[src/rtl/scan_display_7seg_if.sv]
// Display bus: time/enable inputs toward the scanner, pins back out.
// master drives en/M0/M1/H0/H1/Dots; slave drives seg/dp/an/frame.
interface scan_display_7seg_if;
  logic       en;
  logic [3:0] M0;
  logic [3:0] M1;
  logic [3:0] H0;
  logic [1:0] H1;
  logic       Dots;
  logic [6:0] seg;
  logic       dp;
  logic [3:0] an;
  logic       frame;

  modport master (
    output en, M0, M1, H0, H1, Dots,
    input  seg, dp, an, frame
  );

  modport slave (
    input  en, M0, M1, H0, H1, Dots,
    output seg, dp, an, frame
  );
endinterface

[src/rtl/scan_display_7seg.sv]
// 4-digit 7-seg scanner: per-frame time snapshot, blank gap per slot.
// Ports: clk, rst (async active-low), bus (slave: en,time in; seg/dp/an/frame out).
module scan_display_7seg #(
  parameter int DIV       = 2500,
  parameter int BLANK_CYC = 16,
  parameter bit SEG_AL    = 1'b1,
  parameter bit AN_AL     = 1'b1,
  parameter bit LZS       = 1'b1
) (
  input logic               clk,
  input logic               rst,
  scan_display_7seg_if.slave bus
);

  localparam int CW = (DIV > 1) ? $clog2(DIV) : 1;
  localparam logic [CW-1:0] CNT_MAX = CW'(DIV - 1);
  localparam logic [CW-1:0] BLK     = CW'(BLANK_CYC);

  typedef enum logic {
    S_BLANK,
    S_DRIVE
  } state_e;

  state_e state_q, state_d;

  logic [CW-1:0] cnt_q, cnt_d;
  logic [1:0]    idx_q, idx_d;

  logic [1:0] h1_q, h1_d;
  logic [3:0] h0_q, h0_d;
  logic [3:0] m1_q, m1_d;
  logic [3:0] m0_q, m0_d;
  logic       dots_q, dots_d;

  logic       frame_q, frame_d;
  logic [6:0] seg_q, seg_d;
  logic       dp_q, dp_d;
  logic [3:0] an_q, an_d;

  logic       wrap;
  logic       snap;
  logic [3:0] dig;
  logic       dig_blank;
  logic [6:0] seg_act;
  logic       dp_act;
  logic [3:0] an_act;

  function automatic logic [6:0] dec7(input logic [3:0] d);
    logic [6:0] p;
    p = 7'h00;
    unique case (d)
      4'd0: p = 7'h3F;
      4'd1: p = 7'h06;
      4'd2: p = 7'h5B;
      4'd3: p = 7'h4F;
      4'd4: p = 7'h66;
      4'd5: p = 7'h6D;
      4'd6: p = 7'h7D;
      4'd7: p = 7'h07;
      4'd8: p = 7'h7F;
      4'd9: p = 7'h6F;
      default: p = 7'h00;
    endcase
    return p;
  endfunction

  always_comb begin
    wrap  = (cnt_q == CNT_MAX);
    cnt_d = wrap ? '0 : cnt_q + 1'b1;
    idx_d = wrap ? idx_q + 2'd1 : idx_q;
    snap  = wrap && (idx_q == 2'd3);
  end

  // Snapshot: hold the frame's time so no digit tears mid-frame.
  always_comb begin
    h1_d    = h1_q;
    h0_d    = h0_q;
    m1_d    = m1_q;
    m0_d    = m0_q;
    dots_d  = dots_q;
    frame_d = snap;
    if (snap) begin
      h1_d   = bus.H1;
      h0_d   = bus.H0;
      m1_d   = bus.M1;
      m0_d   = bus.M0;
      dots_d = bus.Dots;
    end
  end

  // Slot FSM tracks the phase of the current cnt value.
  always_comb begin
    state_d = (cnt_d < BLK) ? S_BLANK : S_DRIVE;
  end

  // H1=2'b11 would zero-extend to a valid 3, so it blanks explicitly.
  always_comb begin
    dig       = 4'hF;
    dig_blank = 1'b0;
    unique case (idx_q)
      2'd0: dig = m0_q;
      2'd1: dig = m1_q;
      2'd2: dig = h0_q;
      2'd3: begin
        dig       = {2'b00, h1_q};
        dig_blank = (h1_q == 2'b11) || (LZS && (h1_q == 2'b00));
      end
      default: dig = 4'hF;
    endcase
  end

  always_comb begin
    seg_act = 7'h00;
    dp_act  = 1'b0;
    an_act  = 4'h0;
    if (bus.en && (state_q == S_DRIVE)) begin
      an_act  = 4'b0001 << idx_q;
      seg_act = dig_blank ? 7'h00 : dec7(dig);
      dp_act  = (idx_q == 2'd2) && dots_q;
    end
    seg_d = seg_act ^ {7{SEG_AL}};
    dp_d  = dp_act ^ SEG_AL;
    an_d  = an_act ^ {4{AN_AL}};
  end

  always_ff @(posedge clk or negedge rst) begin
    if (!rst) begin
      cnt_q   <= '0;
      idx_q   <= 2'd0;
      state_q <= S_BLANK;
      h1_q    <= 2'b11;
      h0_q    <= 4'hF;
      m1_q    <= 4'hF;
      m0_q    <= 4'hF;
      dots_q  <= 1'b0;
      frame_q <= 1'b0;
      seg_q   <= {7{SEG_AL}};
      dp_q    <= SEG_AL;
      an_q    <= {4{AN_AL}};
    end else begin
      cnt_q   <= cnt_d;
      idx_q   <= idx_d;
      state_q <= state_d;
      h1_q    <= h1_d;
      h0_q    <= h0_d;
      m1_q    <= m1_d;
      m0_q    <= m0_d;
      dots_q  <= dots_d;
      frame_q <= frame_d;
      seg_q   <= seg_d;
      dp_q    <= dp_d;
      an_q    <= an_d;
    end
  end

  assign bus.seg   = seg_q;
  assign bus.dp    = dp_q;
  assign bus.an    = an_q;
  assign bus.frame = frame_q;

endmodule

[src/flat_wrapper.sv]
// flat-port wrapper written by rule: the top's interface ports become plain ports
module scan_display_7seg_flat 
#(
  parameter int DIV       = 2500,
  parameter int BLANK_CYC = 16,
  parameter bit SEG_AL    = 1'b1,
  parameter bit AN_AL     = 1'b1,
  parameter bit LZS       = 1'b1
)
  (clk, rst, bus_en, bus_M0, bus_M1, bus_H0, bus_H1, bus_Dots, bus_seg, bus_dp, bus_an, bus_frame);
  scan_display_7seg_if bus_i ();
  input logic clk;
  input logic rst;
  input wire logic [$bits(bus_i.en)-1:0] bus_en;
  input wire logic [$bits(bus_i.M0)-1:0] bus_M0;
  input wire logic [$bits(bus_i.M1)-1:0] bus_M1;
  input wire logic [$bits(bus_i.H0)-1:0] bus_H0;
  input wire logic [$bits(bus_i.H1)-1:0] bus_H1;
  input wire logic [$bits(bus_i.Dots)-1:0] bus_Dots;
  output wire logic [$bits(bus_i.seg)-1:0] bus_seg;
  output wire logic [$bits(bus_i.dp)-1:0] bus_dp;
  output wire logic [$bits(bus_i.an)-1:0] bus_an;
  output wire logic [$bits(bus_i.frame)-1:0] bus_frame;
  assign bus_i.en = bus_en;
  assign bus_i.M0 = bus_M0;
  assign bus_i.M1 = bus_M1;
  assign bus_i.H0 = bus_H0;
  assign bus_i.H1 = bus_H1;
  assign bus_i.Dots = bus_Dots;
  assign bus_seg = bus_i.seg;
  assign bus_dp = bus_i.dp;
  assign bus_an = bus_i.an;
  assign bus_frame = bus_i.frame;
  scan_display_7seg #(.DIV(DIV), .BLANK_CYC(BLANK_CYC), .SEG_AL(SEG_AL), .AN_AL(AN_AL), .LZS(LZS)) u_core (.clk(clk), .rst(rst), .bus(bus_i));
endmodule
[config.mk]
export PLATFORM = sky130hd
export DESIGN_NAME = scan_display_7seg_flat
export DESIGN_NICKNAME = d
export VERILOG_FILES = /design/src/rtl/scan_display_7seg_if.sv /design/src/rtl/scan_display_7seg.sv /design/src/flat_wrapper.sv
export SDC_FILE = /design/constraint.sdc
export NUM_CORES = 1
export LEC_CHECK = 0
export ABC_AREA = 1
export CAP_MARGIN = 20
export CORE_ASPECT_RATIO = 0.7
export CORE_MARGIN = 1
export CORE_UTILIZATION = 45
export CTS_BUF_LIST = sky130_fd_sc_hd__clkbuf_16
export DETAILED_ROUTE_END_ITERATION = 8
export PLACE_DENSITY = 0.68
export SKIP_LAST_GASP = 1
export SLEW_MARGIN = 20
export SYNTH_ARGS = -nofsm -noshare
export SYNTH_HDL_FRONTEND = slang
export SYNTH_SLANG_ARGS = --single-unit
[constraint.sdc]
create_clock -name clk -period 2.45 [get_ports clk]
set_input_delay 0.245 -clock clk [delete_from_list [all_inputs] [get_ports clk]]
set_output_delay 0.245 -clock clk [all_outputs]
set_load 0.02 [all_outputs]
## After elaboration in Yosys (flattened, before gate mapping)

Memories as Yosys holds them, arrays and structs flattened.
Index checks and enable logic that the tools add are counted.

- Add/sub/neg operators: 2
- $lt $le $gt $ge: 1
- Eq/ne operators: 5
- Shift-type cells: 1
- Multiplexer cells: 8
- Bitwise logic cells: 3
- Reductions and logical operators: 6

Operators by type and width:

| operator | count |
|---|---|
| $pmux 4 s4 | 1 |
| $mux 7 | 2 |
| $add 12x1->12 const B | 1 |
| $eq 12x12->1 const B | 1 |
| $lt 12x5->1 const B | 1 |
| $mux 12 | 1 |
| $not 7->7 | 1 |
| $eq 2x2->1 const B | 3 |
| $logic_not 2->1 | 2 |
| $mux 4 | 1 |
| $not 4->4 | 1 |
| $shl 1x2->4 const A | 1 |
| $logic_and 1x1->1 | 3 |
| $mux 1 | 3 |
| $add 2x1->2 const B | 1 |
| $eq 2x1->1 const B | 1 |
| $logic_or 1x1->1 | 1 |
| $not 1->1 | 1 |

- Register bits: 43
- ROM bits: 112
- Memories kept: 1

Memories:

| name | depth | width | read ports | clocked after Yosys merged registers in | write ports | RTL line | text |
|---|---|---|---|---|---|---|---|
| (no name shown) | 16 | 7 | 1 | 0 | 0 | scan_display_7seg.sv:51 | `unique case (d)` |

## Longest topological paths before layout

Gate-level depths: netlist (run 1).

- Depth in word-level cells: 6
- Gate-level depth with buffers: 13
- Depth with buffers taken out: 13

## Worst setup path after synthesis (run 1)

No wires, ideal clock.

- Path type: register -> register
- Start point: reg u_core.idx_q[0]
- End point: reg u_core.seg_q[3] (netlist: u_core.bus.seg[3])
- Setup time: 0.089 ns
- Data arrival time: 1.988 ns
- Setup slack: 0.373 ns
- Stages on the path, launching flop included: 9
- Buffers on the path: 0
- Cells stage by stage: dfrtp_1 inv_1 ha_1 a22o_1 o21ai_0 ha_1 or2_2 nand3_1 nand3_1

- Word-level cells in the longest chain between the ends: 6

Ends and longest elaborated chain:

| item | RTL line | text |
|---|---|---|
| from (decl) | scan_display_7seg.sv:27 | `logic [1:0] idx_q, idx_d;` |
| from (signal assigned) | scan_display_7seg.sv:142 | `idx_q <= idx_d;` |
| $eq 2x2->1, or another cell as far along | scan_display_7seg.sv:100 | `unique case (idx_q)` |
| $pmux 4 s4 | scan_display_7seg.sv:100 |  |
| $mem_v2 16x7 | -- |  |
| $mux 7 * | scan_display_7seg.sv:118 | `seg_act = dig_blank ? 7'h00 : dec7(dig);` |
| $mux 7 * | scan_display_7seg.sv:116 | `if (bus.en && (state_q == S_DRIVE)) begin` |
| $not 7->7 (no line) * | -- |  |
| named net u_core.seg_d[3] | scan_display_7seg.sv:36 | `logic [6:0] seg_q, seg_d;` |
| to (signal assigned) | scan_display_7seg.sv:137 | `seg_q <= {7{SEG_AL}};` |
| to (signal assigned) | scan_display_7seg.sv:150 | `seg_q <= seg_d;` |
| to (decl) | scan_display_7seg.sv:36 |  |

The timed path passes the listed nets; every way through them passes the cells marked *.
A chain may end at the register's enable or synchronous reset.

## Final worst setup path (run 1)

Ends and elaborated chain as after synthesis.

==> impl_results.md, run 1 <==
- Status: finished clean
- Number of vias per cell: 4.72
- Routed Antenna Nets: 0
- Critical path required time: between 2000 and 3000 ps
- Row count: 20
- CTS buffer count: 5
- Routed WL: between 4000 and 5000 um
- Post-route minimum period: around 2200 ps
- Clock buffer depth: 2
- Fraction of layout cells with a size suffix above 1: between 10% and 20%
- Die area: approximately 5200 um2
- Clk_lat worst skew: ~280 ps
- Antenna diodes: 0
- CTS tree: yes
- Initial DRC count: 65
- CP arrival: ~2400 ps
- Core Area: about 4500 um2
- P per Cell Area: roughly 510 nW/um2
- Fin util: about three fifths
- Avg Cell Area, Syn: between 8 and 9 um2
- Area growth, synth to finish: 22.9%
- Clock-pin slew on the worst setup and hold paths: about 60 ps
- Final worst-path cycle share: approximately nine tenths
- Max Cap Viol: 0
- Drt drc: 0
- Number of global-route vias before repair: between 1500 and 2000
- Final instance area: 2730 um2
- Endpoint class of the critical path: register
- Grt total ovfl: 0
- Worst Clk Skew: approximately 5.6 ps
- Pin count of the biggest net entering global routing: 44
- Power, Total: 1.39 mW
- RePlAce Congestion: about 0.84
- Vias: ~1800
- Commonest non-fill, non-tap cell in the layout: nand2_1
- Synth Area in Compound Gates: roughly 5.4%
- Total iterations of the first detailed-routing run: 4
- WL/cell: 12.1 um
- Post-DP Area: between 2000 and 3000 um2
- Synth Area in Adders: 6.20%
- # setup viols final: 0
- Max frequency: 459 MHz
- Fin Setup TNS: 0 ps
- Largest family of logic cells by synthesized area: simple AND/OR/NAND/NOR gates
- Netlist cell types: 26
- I/O pin cnt: 31
- Leak pwr: about 1.3 nW
- Flops & latches, synth: 43
- H-tree depth: 2
- First-pass GRT wire length: a little under 8000 um
- Post-CTS sizing: 0
- Hold Slack: 107 ps
- Final Max Tran Viols: 0
- Post-DP HPWL: 3350 um
- Final hold viol count: 0
- Rel. slew slack: 38.0%
- CTS Hold Buffers Added: 0
- Synth Area in XOR/XNOR: less than 1%
- Gate Count Post-Synth: roughly 270
- Worst-margin pin slew: roughly 930 ps
- Class of the worst hold path: in2async
- RSZ-0062 raised after global routing: false
- Worst setup SP type: register
- Root Buffer: clkbuf_16
- Clock sinks: 43
- Crit path max fanout: 5
- Mux contribution to synthesized area: 0%
- Critical path type: reg2reg
- Port Buffers: 30
- Fillers: around 420
- Synth Cell Area: about 2200 um2
- Syn_nets: around 300
- Tot GR Track Use: around a fifth
- Worst VDD drop: about 0.38 mV
- YS warnings: 0
- Initial antenna violation count: 0
- Die width: 85.9 um
- Post-synthesis simple-gate area fraction: roughly 29%
- Starting Density: between 40% and 50%
- Die Y: between 60 and 70 um
- Final nets: between 300 and 400
- Sequential fraction of the synthesis area: approximately 50%
- Commonest non-fill, non-tap cells in the layout: nand2_1, inv_1, clkdlybuf4s50_1
- Post-CTS Setup Repair Bufs: 0
[synthesized netlist by cell type, drive strengths merged]
library cell	count	share of area [%]
nand2	105	18
inv	43	7.3
dfstp	26	31
nand3	21	5.0
nor2	18	3.3
dfrtp	17	19
o21ai	12	3.7
ha	11	6.2
nand4	6	2.0
buf	3	1.2
a21oi	2	0.45
nor3	2	0.68
xor2	2	0.79
a21boi	1	0.51
a22o	1	0.39
clkinv	1	0.23
o211ai	1	0.34
or2	1	0.28
[cells by family after synthesis]
family,Yosys count
buffers and inverters,47
AOI/OAI and AO/OA,17
xor gates and xnor gates,2
and+or+nand+nor,153
DFF,43
adders and majority gates,11
[power breakdown]
group          internal [mW]  switching (mW)  total, mW
combinational         0.0248          0.0225     0.0473
sequential             0.714        0.000236      0.714
clock                  0.370           0.257      0.627
[registers in the layout, indices dropped and copies added, names as in the netlist]
register	count
u_core.h0_q	4
u_core.dots_q	1
u_core.bus.frame	1
u_core.cnt_q	12
u_core.m0_q	4
u_core.state_q	1
u_core.bus.an	4
u_core.bus.seg	7
u_core.idx_q	2
u_core.m1_q	4
u_core.h1_q	2
u_core.bus.dp	1
[final timing paths]
path	startpoint	to	slack (ps)	cells past startpoint
max in group asynchronous	rst	u_core.cnt_q[7]	1770	1
worst max-delay path	u_core.idx_q[0]	u_core.bus.seg[3]	270	10
worst min-delay path	rst	u_core.cnt_q[1]	110	1
worst max register to register	u_core.idx_q[0]	u_core.bus.seg[3]	270	10
worst min register to register	u_core.dots_q	u_core.bus.dp	460	1
min in group clk	u_core.dots_q	u_core.bus.dp	460	1
[metal layers]
metal	vias up	part of all wire [%]	global-route usage, %	wire length [um]
met5	-	0	0	0
met4	0	1.3	7.14	60
met3	7	4.6	5.31	209
met2	35	40	28.5	1830
met1	826	54	29.0	2450
li1	905	-	-	-
[worst max-delay path: stages, from the launching register on]
cell     delay (ps)
dfrtp_1         380
inv_1           110
ha_1            270
inv_2           130
nand2_1          80
o21ai_2         220
inv_1           150
ha_1            300
or2_2           300
nand3_1          70
nand3_1          90
[per-stage QoR]
step / std cells / setup slack, ps
after floorplan: 273 / 373
after global placement: 368 / 341
after detailed placement: 368 / 193
after CTS: 376 / 181
after global routing: 376 / 89.9
final: 376 / 271
[cell type report]
| type | count | area (um2) | share of cell area [%] |
|---|---|---|---|
| Sequential cell | 43 | 1110 | 40.6 |
| Multi-Input combinational cell | 183 | 921 | 33.7 |
| Timing Repair Buffer | 32 | 310 | 11.4 |
| Inverter | 44 | 166 | 6.10 |
| Clock buffer | 5 | 125 | 4.59 |
| Tap cell | 66 | 82.6 | 3.03 |
| Clock inverter | 3 | 15.0 | 0.550 |
No activity file was read; power rests on OpenSTA's default activity.
==> run 2, diff against run 1 <==
--- a/config.mk
+++ b/config.mk
@@ -6,13 +6,14 @@
 export NUM_CORES = 1
 export LEC_CHECK = 0
 export ABC_AREA = 1
+export ABC_CLOCK_PERIOD_IN_PS = 2450
 export CAP_MARGIN = 20
 export CORE_ASPECT_RATIO = 0.7
 export CORE_MARGIN = 1
-export CORE_UTILIZATION = 45
+export CORE_UTILIZATION = 53
 export CTS_BUF_LIST = sky130_fd_sc_hd__clkbuf_16
 export DETAILED_ROUTE_END_ITERATION = 8
-export PLACE_DENSITY = 0.68
+export PLACE_DENSITY = 0.78
 export SKIP_LAST_GASP = 1
 export SLEW_MARGIN = 20
 export SYNTH_ARGS = -nofsm -noshare
==> run 2 against run 1 <==
Worst hold slack got worse by 1.4 ps. Clock skew increased by 0.66 ps. Sequential power about the same. Wire length decreased by 2.0%. Core utilization increased by 7.8 points. Via count increased by 0.85%. Count of clock-buffer cells in the layout unchanged. Critical path type unchanged.
==> impl_results.md, run 2 (synthesized netlist as in run 1, its figures left out) <==
- First-pass GRT wire length: ~7700 um
- Sw power: about 280 uW
- Tot GR Track Use: approximately 23%
- Number of flip-flops under the largest register name: 12
- Die area: between 4000 and 5000 um2
- RR Startpoint: u_core.idx_q[0]
- Initial antenna violation count: 0
- Final hold viol count: 0
- Post-route minimum period: between 2000 and 2500 ps
- Switching Fraction: 20.1%
- Flop2flop setup slack: about 190 ps
- Total iterations of the first detailed-routing run: 4
- Dpl cells: roughly 350
- Worst Clk Skew: between 6 and 7 ps
- Number of vias per cell: between 4 and 5
- Worst-margin pin slew: 924 ps
- CTS buffer count: 5
- Status: finished clean
- Starting Density: between 50% and 60%
- Fin Setup TNS: 0 ps
- Die Y: between 50 and 60 um
- Post-CTS Setup Repair Bufs: 0
- Combinational share of power: under 10%
- Critical path type: reg2reg
- Post-CTS sizing: 0
- Area growth, synth to finish: 21.6%
- Final nets: ~340
- Max frequency: around 440 MHz
- Post-DP HPWL: about 3200 um
- Worst setup SP type: register
- Worst VDD drop: just over 0.4 mV
- Die width: around 79 um
- Vias: 1788
- Clk_lat worst skew: ~280 ps
- Class of the worst hold path: in2async
- Fillers: roughly 320
- Row count: 19
- Clk pwr share: between 40 and 50%
- # setup viols final: 0
- Crit path max fanout: 5
- Internal power: 1.11 mW
- Leak pwr: approximately 1.3 nW
- P per Cell Area: between 500 and 600 nW/um2
- Max Cap Viol: 0
- Initial DRC count: approximately 160
- Met1 wire length: around 2200 um
- CTS tree: yes
- Wire length on met2: 1920 um
- Critical path required time: between 2000 and 3000 ps
- Clock sinks: between 40 and 50
- Met3 routed WL: 275 um
- CP startpoint: u_core.idx_q[0]
- RSZ-0062 raised after global routing: false
- I/O pin cnt: 31
- CP arrival: ~2500 ps
- Commonest non-fill, non-tap cells in the layout: nand2_1, inv_1, clkdlybuf4s50_1
- Endpoint class of the critical path: register
- RePlAce Congestion: 0.849
- Clock-pin slew on the worst setup and hold paths: roughly 60 ps
- Drt drc: 0
- Critical path endpoint: u_core.bus.seg[3]
- Non-filler cells, final: approximately 360
- Root Buffer: clkbuf_16
- Final Max Tran Viols: 0
- Antenna diodes: 0
- Commonest non-fill, non-tap cell in the layout: nand2_1
- Number of global-route vias before repair: about 1700
- Port Buffers: 30
- Core Area: 3970 um2
- Top reg by flops: u_core.cnt_q
- Uppermost layer routed: met4
- Clock buffer depth: 2
- Rel. slew slack: between 30% and 40%
- Routed Antenna Nets: 0
- Routed WL: between 4000 and 5000 um
- Fraction of layout cells with a size suffix above 1: between 15 and 20%
- CTS Hold Buffers Added: 0
- H-tree depth: 2
- Grt total ovfl: 0
- Pin count of the biggest net entering global routing: 44
- WL/cell: 12.4 um
- RR Endpoint: u_core.bus.seg[3]
- Reg power frac: approximately half
- FF-to-FF path depth: 10
- Final worst-path cycle share: between 90 and 100%
## run 2: changes by cell type in the layout (fill, tap and decap cells not counted), sizes merged
cell and delta:
buf -1, clkinv +1, clkinvlp -1
## run 2: worst min path at each step
| stage | from | end | slack, ps |
|---|---|---|---|
| after floorplan | rst | u_core.bus.frame | -50 |
| after global placement | rst | u_core.cnt_q[3] | 430 |
| after detailed placement | rst | u_core.cnt_q[1] | 430 |
| after CTS | rst | u_core.cnt_q[1] | 130 |
| after global routing | rst | u_core.cnt_q[4] | 190 |
| final | rst | u_core.cnt_q[1] | 110 |
## run 2: worst max-delay path, cell delays in order, from the launching register on
cell and delay [ps]:
dfrtp_1 380, inv_1 110, ha_1 260, inv_2 130
nand2_1 70, o21ai_1 280, inv_1 180, ha_1 300
or2_2 300, nand3_1 70, nand3_1 80
## run 2: metal layers
layer	vias to the layer above	GRT usage, %
met4	0	5.97
met1	818	36.0
met5	-	0
met2	56	30.4
li1	909	-
met3	5	5.90
## run 2: stage by stage
stage	area, um2	hold slack, ps	setup slack, ps	power [mW]	utilization (%)
finish	2700	106	189	1.39	68.0
floorplan	2220	-50.6	373	0.730	-
CTS	2700	132	202	1.40	68.0
detailed placement	2560	433	232	0.773	64.5
global placement	2560	430	342	0.773	64.5
global route	2700	192	41.5	1.43	68.0
## run 2: area by class of cell
type	count	area [um2]	area share, %
Tap cell	52	65.1	2.41
Clock buffer	5	125	4.63
Timing Repair Buffer	31	303	11.2
Inverter	44	166	6.16
Multi-Input combinational cell	183	917	34.0
Sequential cell	43	1110	41.1
Clock inverter	3	15.0	0.556
## run 2: power by group through the flow
stage          registers (mW)  clock network (mW)  logic (mW)
6_report                0.714               0.627      0.0469
5_1_grt                 0.714               0.667      0.0524
4_1_cts                 0.714               0.642      0.0480
3_5_place_dp            0.725                   0      0.0479
3_3_place_gp            0.725                   0      0.0477
2_1_floorplan           0.727                   0     0.00342
==> run 3, diff against run 2 <==
--- a/config.mk
+++ b/config.mk
@@ -12,8 +12,9 @@
 export CORE_MARGIN = 1
 export CORE_UTILIZATION = 53
 export CTS_BUF_LIST = sky130_fd_sc_hd__clkbuf_16
+export CTS_CLUSTER_SIZE = 10
 export DETAILED_ROUTE_END_ITERATION = 8
-export PLACE_DENSITY = 0.78
+export PLACE_DENSITY = 0.86
 export SKIP_LAST_GASP = 1
 export SLEW_MARGIN = 20
 export SYNTH_ARGS = -nofsm -noshare
==> run 3 against run 2 <==
Worst setup slack got worse by 2.7 ps. Sequential share of layout area fell by 0.057 points. Worst hold slack got worse by 4.1 ps. Global-route usage rose by 0.96 points. Via count fell by 0.56%. Total power fell by 0.94%. Register-to-register slack barely moved. Sequential power barely moved. Critical endpoint unchanged. Largest cell class unchanged. Largest power group unchanged.
==> impl_results.md, run 3 (synthesized netlist as in run 1, its figures left out) <==
- Area growth, synth to finish: 21.8%
- Post-CTS Setup Repair Bufs: 0
- Row count: 19
- Routed Antenna Nets: 0
- Number of flip-flops under the largest register name: 12
- CTS Hold Buffers Added: 0
- I/O pin cnt: 31
- Initial DRC count: ~140
- Die area: approximately 4500 um2
- Critical path required time: 2650 ps
- Clock-pin slew on the worst setup and hold paths: approximately 60 ps
- Top reg by flops: u_core.cnt_q
- Core Area: roughly 4000 um2
- Fraction of layout cells with a size suffix above 1: 15.5%
- Routed WL: between 4000 and 5000 um
- Root Buffer: clkbuf_16
- Final worst-path cycle share: between 90% and 100%
- Grt total ovfl: 0
- Commonest non-fill, non-tap cells in the layout: nand2_1, inv_1, clkdlybuf4s50_1
- Max Cap Viol: 0
- RSZ-0062 raised after global routing: false
- Hold Slack: ~100 ps
- Class of the worst hold path: in2async
- Worst setup SP type: register
- Crit-path cells: inv_1 -> ha_1 -> inv_2 -> nand2_1 -> o21ai_1 -> inv_1 -> ha_1 -> or2_2 -> nand3_1 -> nand3_1
- P per Cell Area: about 500 nW/um2
- Rel. slew slack: a little under 40%
- Number of global-route vias before repair: roughly 1700
- Final hold viol count: 0
- Post-CTS sizing: 0
- Critical path's largest stage delay: 380 ps
- Commonest non-fill, non-tap cell in the layout: nand2_1
- First-pass GRT wire length: around 7800 um
- Worst VDD drop: 0.461 mV
- Number of vias per cell: between 4 and 5
- Critical path type: reg2reg
- Worst-margin pin slew: 906 ps
- # setup viols final: 0
- Status: finished clean
- Port Buffers: 30
- CTS tree: yes
- RePlAce Congestion: about 0.88
- Die width: roughly 79 um
- Clk_lat worst skew: 280 ps
- Antenna diodes: 0
- WL/cell: approximately 12 um
- Post-DP HPWL: 3270 um
- Vias: 1778
- Endpoint class of the critical path: register
- Tot GR Track Use: about a quarter
- Initial antenna violation count: 0
- H-tree depth: 2
- Max frequency: between 400 and 500 MHz
- Worst Clk Skew: roughly 5.0 ps
- RR Startpoint: u_core.idx_q[0]
- Die Y: between 50 and 60 um
- Post-route minimum period: 2260 ps
- Starting Density: a little under three fifths
- Crit path max fanout: 5
- Fin Setup TNS: 0 ps
- CTS buffer count: 5
- Clock buffer depth: 2
- Total iterations of the first detailed-routing run: 5
- Pin count of the biggest net entering global routing: 44
- CP arrival: approximately 2500 ps
- Flop2flop setup slack: around 190 ps
- Drt drc: 0
- FF-to-FF path depth: 10
- Leak pwr: between 1 and 1.5 nW
- CP max-delay cell: dfrtp_1
- Clock sinks: 43
- Final Max Tran Viols: 0
- Final nets: approximately 340
- RR Endpoint: u_core.bus.seg[3]
-- run 3: metal layers --
layer,global-route usage [%],vias up,wire length [um]
met5,0,-,0
met4,8.31,0,64
met3,4.92,8,289
met2,35.2,55,1960
met1,34.4,801,2200
li1,-,914,-
-- run 3: final cells by class --
| class | count | area [um2] |
|---|---|---|
| multi-input combinational | 183 | 917 |
| inverter | 44 | 166 |
| sequential | 43 | 1110 |
| tap | 52 | 65.1 |
| timing repair buffer | 32 | 310 |
| clock buffer | 5 | 125 |
| clock inverter | 3 | 11.3 |
| fill | 324 | 1270 |
-- run 3: worst max-delay path by stage --
stage | startpoint | to | slack, ps
after global routing | u_core.idx_q[0] | u_core.bus.seg[3] | 6
after detailed placement | u_core.idx_q[0] | u_core.bus.seg[3] | 190
after floorplan | u_core.idx_q[0] | u_core.bus.seg[3] | 370
final | u_core.idx_q[0] | u_core.bus.seg[3] | 190
after global placement | u_core.idx_q[0] | u_core.bus.seg[3] | 350
after CTS | u_core.idx_q[0] | u_core.bus.seg[3] | 180
-- run 3: stage by stage --
stage / worst slack, ps / instance area [um2] / util (%) / instances / total power, mW
2_1_floorplan: 373 / 2220 / - / 273 / 0.730
3_3_place_gp: 351 / 2570 / 64.7 / 354 / 0.772
3_5_place_dp: 195 / 2570 / 64.7 / 354 / 0.773
4_1_cts: 179 / 2700 / 68.1 / 362 / 1.39
5_1_grt: 6.50 / 2700 / 68.1 / 362 / 1.43
6_report: 186 / 2700 / 68.1 / 362 / 1.38
-- run 3: critical path, delay by kind of cell, from the launching register on --
| family | cells | cell delay (ps) |
|---|---|---|
| buffers and inverters | 3 | 420 |
| and+or+nand+nor | 4 | 530 |
| DFF | 1 | 380 |
| adders and majority gates | 2 | 560 |
| AOI/OAI and AO/OA | 1 | 280 |
-- run 3: power by group --
group | total, mW | internal [mW] | switching, mW
Clock | 0.615 | 0.366 | 0.248
Sequential | 0.714 | 0.714 | 0.000282
Combinational | 0.0465 | 0.0248 | 0.0217
Total | 1.38 | 1.11 | 0.270
